[src/rtl/uart_pkg.sv]
`default_nettype none
// ============================================================================
// Module      : uart_pkg
// Description : Shared UART definitions: transmitter/receiver state encoding,
//               parity mode constants and the baud oversampling factor.
// Revision    : 1.0 - initial release
// ============================================================================
package uart_pkg;

  // Baud-rate generator oversampling factor (s_tick pulses per bit).
  localparam int unsigned OVS = 16;

  // Parity mode selection values.
  localparam int unsigned PAR_NONE = 0;
  localparam int unsigned PAR_EVEN = 1;
  localparam int unsigned PAR_ODD  = 2;

  // Frame state encoding.
  typedef enum logic [2:0] {
    ST_IDLE   = 3'd0,
    ST_START  = 3'd1,
    ST_DATA   = 3'd2,
    ST_PARITY = 3'd3,
    ST_STOP   = 3'd4
  } uart_state_e;

endpackage : uart_pkg
`default_nettype wire

[src/rtl/uart_tx.sv]
`default_nettype none
// ============================================================================
// Module      : uart_tx
// Description : UART serial transmitter. Accepts one DBIT-wide word on
//               tx_start while idle and shifts out start bit, LSB-first data,
//               optional parity and SB_TICK ticks of stop level. Bit timing
//               comes from an external 16x oversampling enable (s_tick).
// Ports       : clk      - system clock, rising edge
//               reset    - asynchronous active-high reset
//               s_tick   - one-clk enable pulse at 16x baud
//               tx_start - send request, sampled only while idle
//               d_in     - word to send, captured on the accepting edge
//               tx       - registered serial line, idle high
//               tx_done  - one-clk pulse when the stop period completes
//               tx_idle  - high while idle and ready to accept
// Revision    : 1.0 - initial release
// ============================================================================
module uart_tx
  import uart_pkg::*;
#(
  parameter int unsigned DBIT    = 8,
  parameter int unsigned SB_TICK = 16,
  parameter int unsigned PARITY  = 0
) (
  input  logic            clk,
  input  logic            reset,
  input  logic            s_tick,
  input  logic            tx_start,
  input  logic [DBIT-1:0] d_in,
  output logic            tx,
  output logic            tx_done,
  output logic            tx_idle
);

  localparam logic       C_HAS_PAR = (PARITY != PAR_NONE);
  localparam logic       C_ODD     = (PARITY == PAR_ODD);
  localparam logic [4:0] C_BIT_END = 5'(OVS - 1);
  localparam logic [4:0] C_SB_END  = 5'(SB_TICK - 1);
  localparam logic [2:0] C_LAST    = 3'(DBIT - 1);

  uart_state_e     state_q, state_d;
  logic [4:0]      tick_q, tick_d;
  logic [2:0]      bit_q, bit_d;
  logic [DBIT-1:0] shreg_q, shreg_d;
  logic            par_q, par_d;
  logic            tx_q, tx_d;
  logic            done_q, done_d;

  always_ff @(posedge clk or posedge reset) begin
    if (reset) begin
      state_q <= ST_IDLE;
      tick_q  <= '0;
      bit_q   <= '0;
      shreg_q <= '0;
      par_q   <= 1'b0;
      tx_q    <= 1'b1;
      done_q  <= 1'b0;
    end else begin
      state_q <= state_d;
      tick_q  <= tick_d;
      bit_q   <= bit_d;
      shreg_q <= shreg_d;
      par_q   <= par_d;
      tx_q    <= tx_d;
      done_q  <= done_d;
    end
  end

  // Next-state, counters and datapath.
  always_comb begin
    state_d = state_q;
    tick_d  = tick_q;
    bit_d   = bit_q;
    shreg_d = shreg_q;
    par_d   = par_q;
    done_d  = 1'b0;

    case (state_q)
      ST_IDLE: begin
        if (tx_start) begin
          shreg_d = d_in;
          tick_d  = '0;
          bit_d   = '0;
          par_d   = 1'b0;
          state_d = ST_START;
        end
      end

      ST_START: begin
        if (s_tick) begin
          if (tick_q == C_BIT_END) begin
            tick_d  = '0;
            state_d = ST_DATA;
          end else begin
            tick_d = tick_q + 5'd1;
          end
        end
      end

      ST_DATA: begin
        if (s_tick) begin
          if (tick_q == C_BIT_END) begin
            tick_d  = '0;
            par_d   = par_q ^ shreg_q[0];
            shreg_d = shreg_q >> 1;
            if (bit_q == C_LAST) begin
              state_d = C_HAS_PAR ? ST_PARITY : ST_STOP;
            end else begin
              bit_d = bit_q + 3'd1;
            end
          end else begin
            tick_d = tick_q + 5'd1;
          end
        end
      end

      ST_PARITY: begin
        if (s_tick) begin
          if (tick_q == C_BIT_END) begin
            tick_d  = '0;
            state_d = ST_STOP;
          end else begin
            tick_d = tick_q + 5'd1;
          end
        end
      end

      ST_STOP: begin
        if (s_tick) begin
          if (tick_q == C_SB_END) begin
            tick_d  = '0;
            done_d  = 1'b1;
            state_d = ST_IDLE;
          end else begin
            tick_d = tick_q + 5'd1;
          end
        end
      end

      default: state_d = ST_IDLE;
    endcase
  end

  // The line level is decoded from the next state so the flop presents the
  // new bit on the same edge the state changes, keeping tx purely registered.
  always_comb begin
    tx_d = 1'b1;
    case (state_d)
      ST_IDLE:   tx_d = 1'b1;
      ST_START:  tx_d = 1'b0;
      ST_DATA:   tx_d = shreg_d[0];
      ST_PARITY: tx_d = par_d ^ C_ODD;
      ST_STOP:   tx_d = 1'b1;
      default:   tx_d = 1'b1;
    endcase
  end

  assign tx      = tx_q;
  assign tx_done = done_q;
  assign tx_idle = (state_q == ST_IDLE);

endmodule : uart_tx
`default_nettype wire

[config.mk]
export PLATFORM = sky130hd
export DESIGN_NAME = uart_tx
export DESIGN_NICKNAME = d
export VERILOG_FILES = /design/src/rtl/uart_pkg.sv /design/src/rtl/uart_tx.sv
export SDC_FILE = /design/constraint.sdc
export NUM_CORES = 1
export LEC_CHECK = 0
export BUFFER_PORTS_ARGS = -buffer_cell sky130_fd_sc_hd__buf_4
export CORE_MARGIN = 1.5
export CORE_UTILIZATION = 35
export DETAILED_ROUTE_END_ITERATION = 8
export GPL_TIMING_DRIVEN = 0
export SETUP_SLACK_MARGIN = 0.15
export SLEW_MARGIN = 30
export SYNTH_ARGS = -nofsm -noshare
export SYNTH_HDL_FRONTEND = slang
export SYNTH_SLANG_ARGS = --single-unit
[constraint.sdc]
create_clock -name clk -period 4.1 [get_ports clk]
set_input_delay 0.82 -clock clk [delete_from_list [all_inputs] [get_ports clk]]
set_output_delay 0.82 -clock clk [all_outputs]
set_load 0.02 [all_outputs]
==> results_dict.tcl, run 1 <==
set metrics [dict create \
    synthXorXnorAreaFrac 0 \
    cp_num_buf_inv 3 \
    rsz0062_at_grt "false" \
    worstPathArrival_ns 1.57 \
    grtUsageTotal 0.1461 \
    drc 0 \
    ys_types 39 \
    criticalPathCategory "reg -> out" \
    synth_top_family_by_area "simple AND/OR/NAND/NOR gates" \
    overflow 0 \
    synthMuxAreaShare 0.01726 \
    tritoncts "yes" \
    maxCapViolCount 0 \
    regArea_um2 551.8 \
    fill_cells 326 \
    clock_latency_ns 0.32 \
    cts.reportedPaths.clkPinSlew_ns 0.13 \
    dp_hpwl_um 1650 \
    grtUsageMet1 0.2011 \
    fin_ws_ns 1.713 \
    crit_path_cell_trace "buf_2, or3_1, inv_1, buf_4" \
    place.gp.congestion 0.7787 \
    grt_pass1_vias 867 \
    syn-mean-instance-area_um2 9.666 \
    coreArea_um2 3103 \
    grt_max_degree 23 \
    slew_headroom 0.4369 \
    yosys.area_share.adder 0.03236 \
    initial_utilization 0.3738 \
    synthTopCellsByArea "dfrtp_1, nand2_1, a22oi_1" \
    grt_use_met3 0.04264 \
    crit_family "simple AND/OR/NAND/NOR gates" \
    synth.yosys.seq_area_share 0.4757 \
    synth_largest_area_cell "dfrtp_1" \
    dp_slack_ns 1.961 \
    p_leak_nw 0.6735 \
    io_pins 15 \
    postCtsHoldBufs 0 \
    ir_drop_uv 230.9 \
    hp-class "reg -> reg" \
    worst-path-max-fanout 10 \
    critPathLaunchType "flip-flop" \
    antenna_left 0 \
    final_cell_mix "nand2_1, dfrtp_1, buf_4, a22oi_1, o21ai_1" \
    synthSimpleGateAreaFrac 0.2287 \
    min_period_over_period 0.5822 \
    final_hold_viol_count 0 \
    die_area_um2 3668 \
    cts.sink_count 22 \
    drive_above_1_share 0.2246 \
    die_y_um 60.57 \
    synth_top_area_share 0.4531 \
    min_period_ns 2.387 \
    fin_skew_ns 0.002520 \
    critical_path.endpoint_type "output port" \
    final_common_cell "nand2_1" \
    place_inst 178 \
    synth_nets 135 \
    antenna_found_initial 0 \
    cts-resized-gates 0 \
    vias 959 \
    cts_setup_buffers 0 \
    layout.nets 154 \
    cts_max_level 1 \
    grt_first_pass_wirelength_um 3981 \
    cp.required_ns 3.28 \
    cellPowerDensity_nw_per_um2 585.9 \
    root_buffer "clkbuf_4" \
    setup_violations 0 \
    synthCells 120 \
    drt_iter0_drc 29 \
    finalMaxSlewViolations 0 \
    fmax_ghz 0.4189 \
    slowest_delay_ns 0.45 \
    netlist_area_um2 1160 \
    synth-seq-cells 22 \
    cts_buffer_depth 2 \
    use_met2 0.2227 \
    layout.cells.non_filler 182 \
    multi_input_comb_area_um2 560.5 \
    synth_compound_area_frac 0.2050 \
    wl_per_cell_um 12.71 \
    vias_per_cell 5.269 \
    setup_tns_ns 0 \
    rows 20 \
    diodes 0 \
    io_buffer_count 14 \
    status "finished, final reports clean" \
    grt.busiest_layer "met2" \
    worstMarginPinSlew_ns 0.8437 \
    yosysWarnings 0 \
    crit_slowest_cell "or3_1" \
    die_x_um 60.57 \
    cts_buffers 3 \
    area_growth_syn_to_layout_pct 18.34 \
    wirelength_um 2314 \
    first_pass_iters 4 \
]
==> flip-flops by register name, summed over array words and instances (netlist names) <==
signal   count
tick_q       5
tx_done      1
par_q        1
shreg_q      8
state_q      3
bit_q        3
tx           1
==> cell families after synthesis <==
| logic type | count (synthesis) |
|---|---|
| flops | 22 |
| fa+ha+maj | 3 |
| compound gates | 31 |
| mux | 2 |
| simple gates | 51 |
| buf+inv | 11 |
==> per-stage QoR <==
stage | area, um^2 | power (mW) | hold WS (ns) | util
floorplan | 1160 | 0.5602 | 0.4365 | -
global placement | 1320 | 0.6270 | 0.4659 | 0.4254
detailed placement | 1320 | 0.6373 | 0.4729 | 0.4254
CTS | 1373 | 0.8063 | 0.4949 | 0.4423
global route | 1373 | 0.8710 | 0.5287 | 0.4423
finish | 1373 | 0.8041 | 0.4869 | 0.4423
==> synth_stat cells (all sizes together) <==
| library cell | n |
|---|---|
| nor2 | 5 |
| dfrtp | 21 |
| a21oi | 2 |
| nor4b | 1 |
| a21o | 1 |
| a41oi | 1 |
| nand3 | 2 |
| nor2b | 3 |
| o21a | 1 |
| and2b | 1 |
| ha | 3 |
| buf | 5 |
| inv | 6 |
| and3 | 1 |
| o31ai | 4 |
| mux2i | 2 |
| nand2 | 25 |
| a21boi | 1 |
| a31o | 1 |
| a22o | 1 |
| o32ai | 1 |
| nor4 | 3 |
| nand4 | 2 |
| a31oi | 2 |
| a211o | 1 |
| or3 | 1 |
| nor3 | 2 |
| o21ai | 7 |
| or4b | 1 |
| dfstp | 1 |
| o41ai | 1 |
| nand4b | 1 |
| nand2b | 2 |
| and4b | 1 |
| a22oi | 7 |
==> layer usage <==
layer  vias to the layer above  share of wire
met5                         -              0
met1                       446           0.48
met4                         0          0.013
li1                        474              -
met3                         6          0.058
met2                        33           0.45
==> worst reg2reg max path, cell delays in order (launching register included) <==
cell and delay (ns):
dfrtp_1 0.42, ha_1 0.25, nand4b_1 0.22, nor4_1 0.32
buf_2 0.28, and2b_1 0.24, mux2i_1 0.20
==> area by class of cell <==
| type | instances | area share |
|---|---|---|
| Buffer | 5 | 0.01823 |
| Sequential cell | 22 | 0.4020 |
| Inverter | 6 | 0.01641 |
| Tap cell | 44 | 0.04011 |
| Clock buffer | 3 | 0.01641 |
| Multi-Input combinational cell | 87 | 0.4084 |
| Clock inverter | 1 | 0.02188 |
| Timing Repair Buffer | 14 | 0.07657 |
==> power breakdown <==
part	internal (mW)	switching, mW	leakage (nW)
Clock	0.0989	0.0716	0.0279
Sequential	0.287	0.0515	0.278
Combinational	0.125	0.170	0.368
Total	0.511	0.293	0.673
==> path summary, 6_finish.rpt <==
kind	end	slack [ns]	cells after the start	startpoint
setup / recovery	tx_idle	1.71	4	state_q[1]$_DFF_PP0_
hold / removal	par_q$_DFF_PP0_	0.49	1	par_q$_DFF_PP0_
setup reg to reg	bit_q[0]$_DFFE_PP0P_	2.10	6	tick_q[0]$_DFFE_PP0P_
hold reg to reg	par_q$_DFF_PP0_	0.49	1	par_q$_DFF_PP0_
max in group asynchronous	shreg_q[0]$_DFF_PP0_	2.93	2	reset
min in group asynchronous	shreg_q[3]$_DFFE_PP0P_	0.66	2	reset
No activity file was read; power rests on OpenSTA's default activity.
==> run 2, diff against run 1 <==
Clock period 4.1 ns to 2 ns, I/O delays scaled along.
==> results_dict.tcl, run 2 (synthesis results as in run 1) <==
set metrics [dict create \
    status "finished, final reports clean" \
    drive_above_1_share 0.2937 \
    cts_buffers 3 \
    dp_slack_ns 0.04214 \
    grtUsageTotal 0.1488 \
    grt_max_degree 23 \
    final_hold_viol_count 0 \
    antenna_left 0 \
    grt_pass1_vias 906 \
    reg_top3 "shreg_q: 8 flops, tick_q: 5 flops" \
    finalMaxSlewViolations 0 \
    dr_wl_met2_um 1081 \
    wirelength_um 2349 \
    crit_slowest_cell "dfrtp_2" \
    cts_max_level 1 \
    final_common_cell "nand2_1" \
    cts_buffer_depth 2 \
    fmax_ghz 0.5504 \
    io_pins 15 \
    clock_latency_ns 0.32 \
    largest-register "shreg_q" \
    die_area_um2 3668 \
    wl_per_cell_um 12.56 \
    hp-class "in -> async" \
    finalPower_mw 1.732 \
    root_buffer "clkbuf_4" \
    wl_met1_um 1102 \
    critPathLaunchType "flip-flop" \
    place.gp.congestion 0.7787 \
    wl_met3_um 135 \
    initial_utilization 0.3738 \
    drt_iter0_drc 36 \
    final_cell_mix "nand2_1, buf_4, dfrtp_1, a22oi_1, o21ai_1" \
    cp_num_buf_inv 2 \
    min_period_over_period 0.9085 \
    slew_headroom 0.4334 \
    highest_layer "met4" \
    criticalPathCategory "reg -> out" \
    cellPowerDensity_nw_per_um2 1196 \
    rsz0062_at_grt "true" \
    fin_ws_ns 0.1830 \
    min_period_ns 1.817 \
    dp_hpwl_um 1650 \
    cts.reportedPaths.clkPinSlew_ns 0.13 \
    layout.nets 159 \
    setup_tns_ns 0 \
    postCtsHoldBufs 0 \
    antenna_found_initial 0 \
    io_buffer_count 14 \
    vias_per_cell 5.155 \
    crit_path_cell_trace "or3_4, inv_1, buf_4" \
    crit_family "flip-flops" \
    setup_violations 0 \
    final_util 0.4669 \
    diodes 0 \
    overflow 0 \
    whs_ns 0.2413 \
    vias 964 \
    worstPathArrival_ns 1.42 \
    slowest_delay_ns 0.50 \
    p_leak_nw 0.7007 \
    worstMarginPinSlew_ns 0.8490 \
    maxCapViolCount 0 \
    tritoncts "yes" \
    multi_input_comb_area_um2 589.3 \
    cp.required_ns 1.60 \
    critical_path.endpoint_type "output port" \
    regArea_um2 553.0 \
    worst-path-max-fanout 8 \
    grt_first_pass_wirelength_um 4043 \
    fin_skew_ns 0.003118 \
    rows 20 \
    ir_drop_uv 517.7 \
    area_growth_syn_to_layout_pct 24.92 \
    largest_reg_flops 8 \
    reg2reg_slack_ns 0.19 \
    cts.sink_count 22 \
    first_pass_iters 4 \
    fill_cells 321 \
    die_x_um 60.57 \
    coreArea_um2 3103 \
    drc 0 \
    die_y_um 60.57 \
]
run 2: repair_timing:
action | 4_1_cts | 5_1_grt
pin swaps | 3 | 1
buffers inserted | 5 | 0
endpoints found under the hold margin | 0 | 0
resized for setup | 6 | 4
setup endpoints to repair | 12 | 13
run 2: power by group:
part | internal (mW) | switching, mW | total (mW)
Clock | 0.203 | 0.145 | 0.347
Sequential | 0.589 | 0.104 | 0.693
Combinational | 0.317 | 0.375 | 0.692
Total | 1.11 | 0.623 | 1.73
run 2: stage by stage:
stage	cell area (um^2)	cells
6_report	1449	187
5_1_grt	1449	187
4_1_cts	1430	187
3_5_place_dp	1320	178
3_3_place_gp	1320	178
2_1_floorplan	1160	120
run 2: layout make-up:
type,instances,area share
plain buffers,5,0.02332
clock buffers,3,0.01554
repair buffers,19,0.09845
well taps,44,0.03800
multi-input cells,87,0.4067
flip-flops and latches,22,0.3817
clock inverters,1,0.02073
inverters,6,0.01554
run 2: worst paths after layout:
| check | start | endpoint | cells after the start |
|---|---|---|---|
| min in group clk | d_in[7] | shreg_q[7]$_DFFE_PP0P_ | 3 |
| max | state_q[2]$_DFF_PP0_ | tx_idle | 3 |
| min | reset | shreg_q[3]$_DFFE_PP0P_ | 2 |
| min reg2reg | par_q$_DFF_PP0_ | par_q$_DFF_PP0_ | 1 |
| max reg2reg | tick_q[0]$_DFFE_PP0P_ | tx$_DFF_PP1_ | 7 |
| max in group asynchronous | reset | state_q[2]$_DFF_PP0_ | 2 |
run 2: metal layers:
metal  up-vias  GRT usage
met5         -          0
met4         0    0.04658
met3         4    0.04264
met2        27     0.2304
met1       451     0.2024
li1        482          -
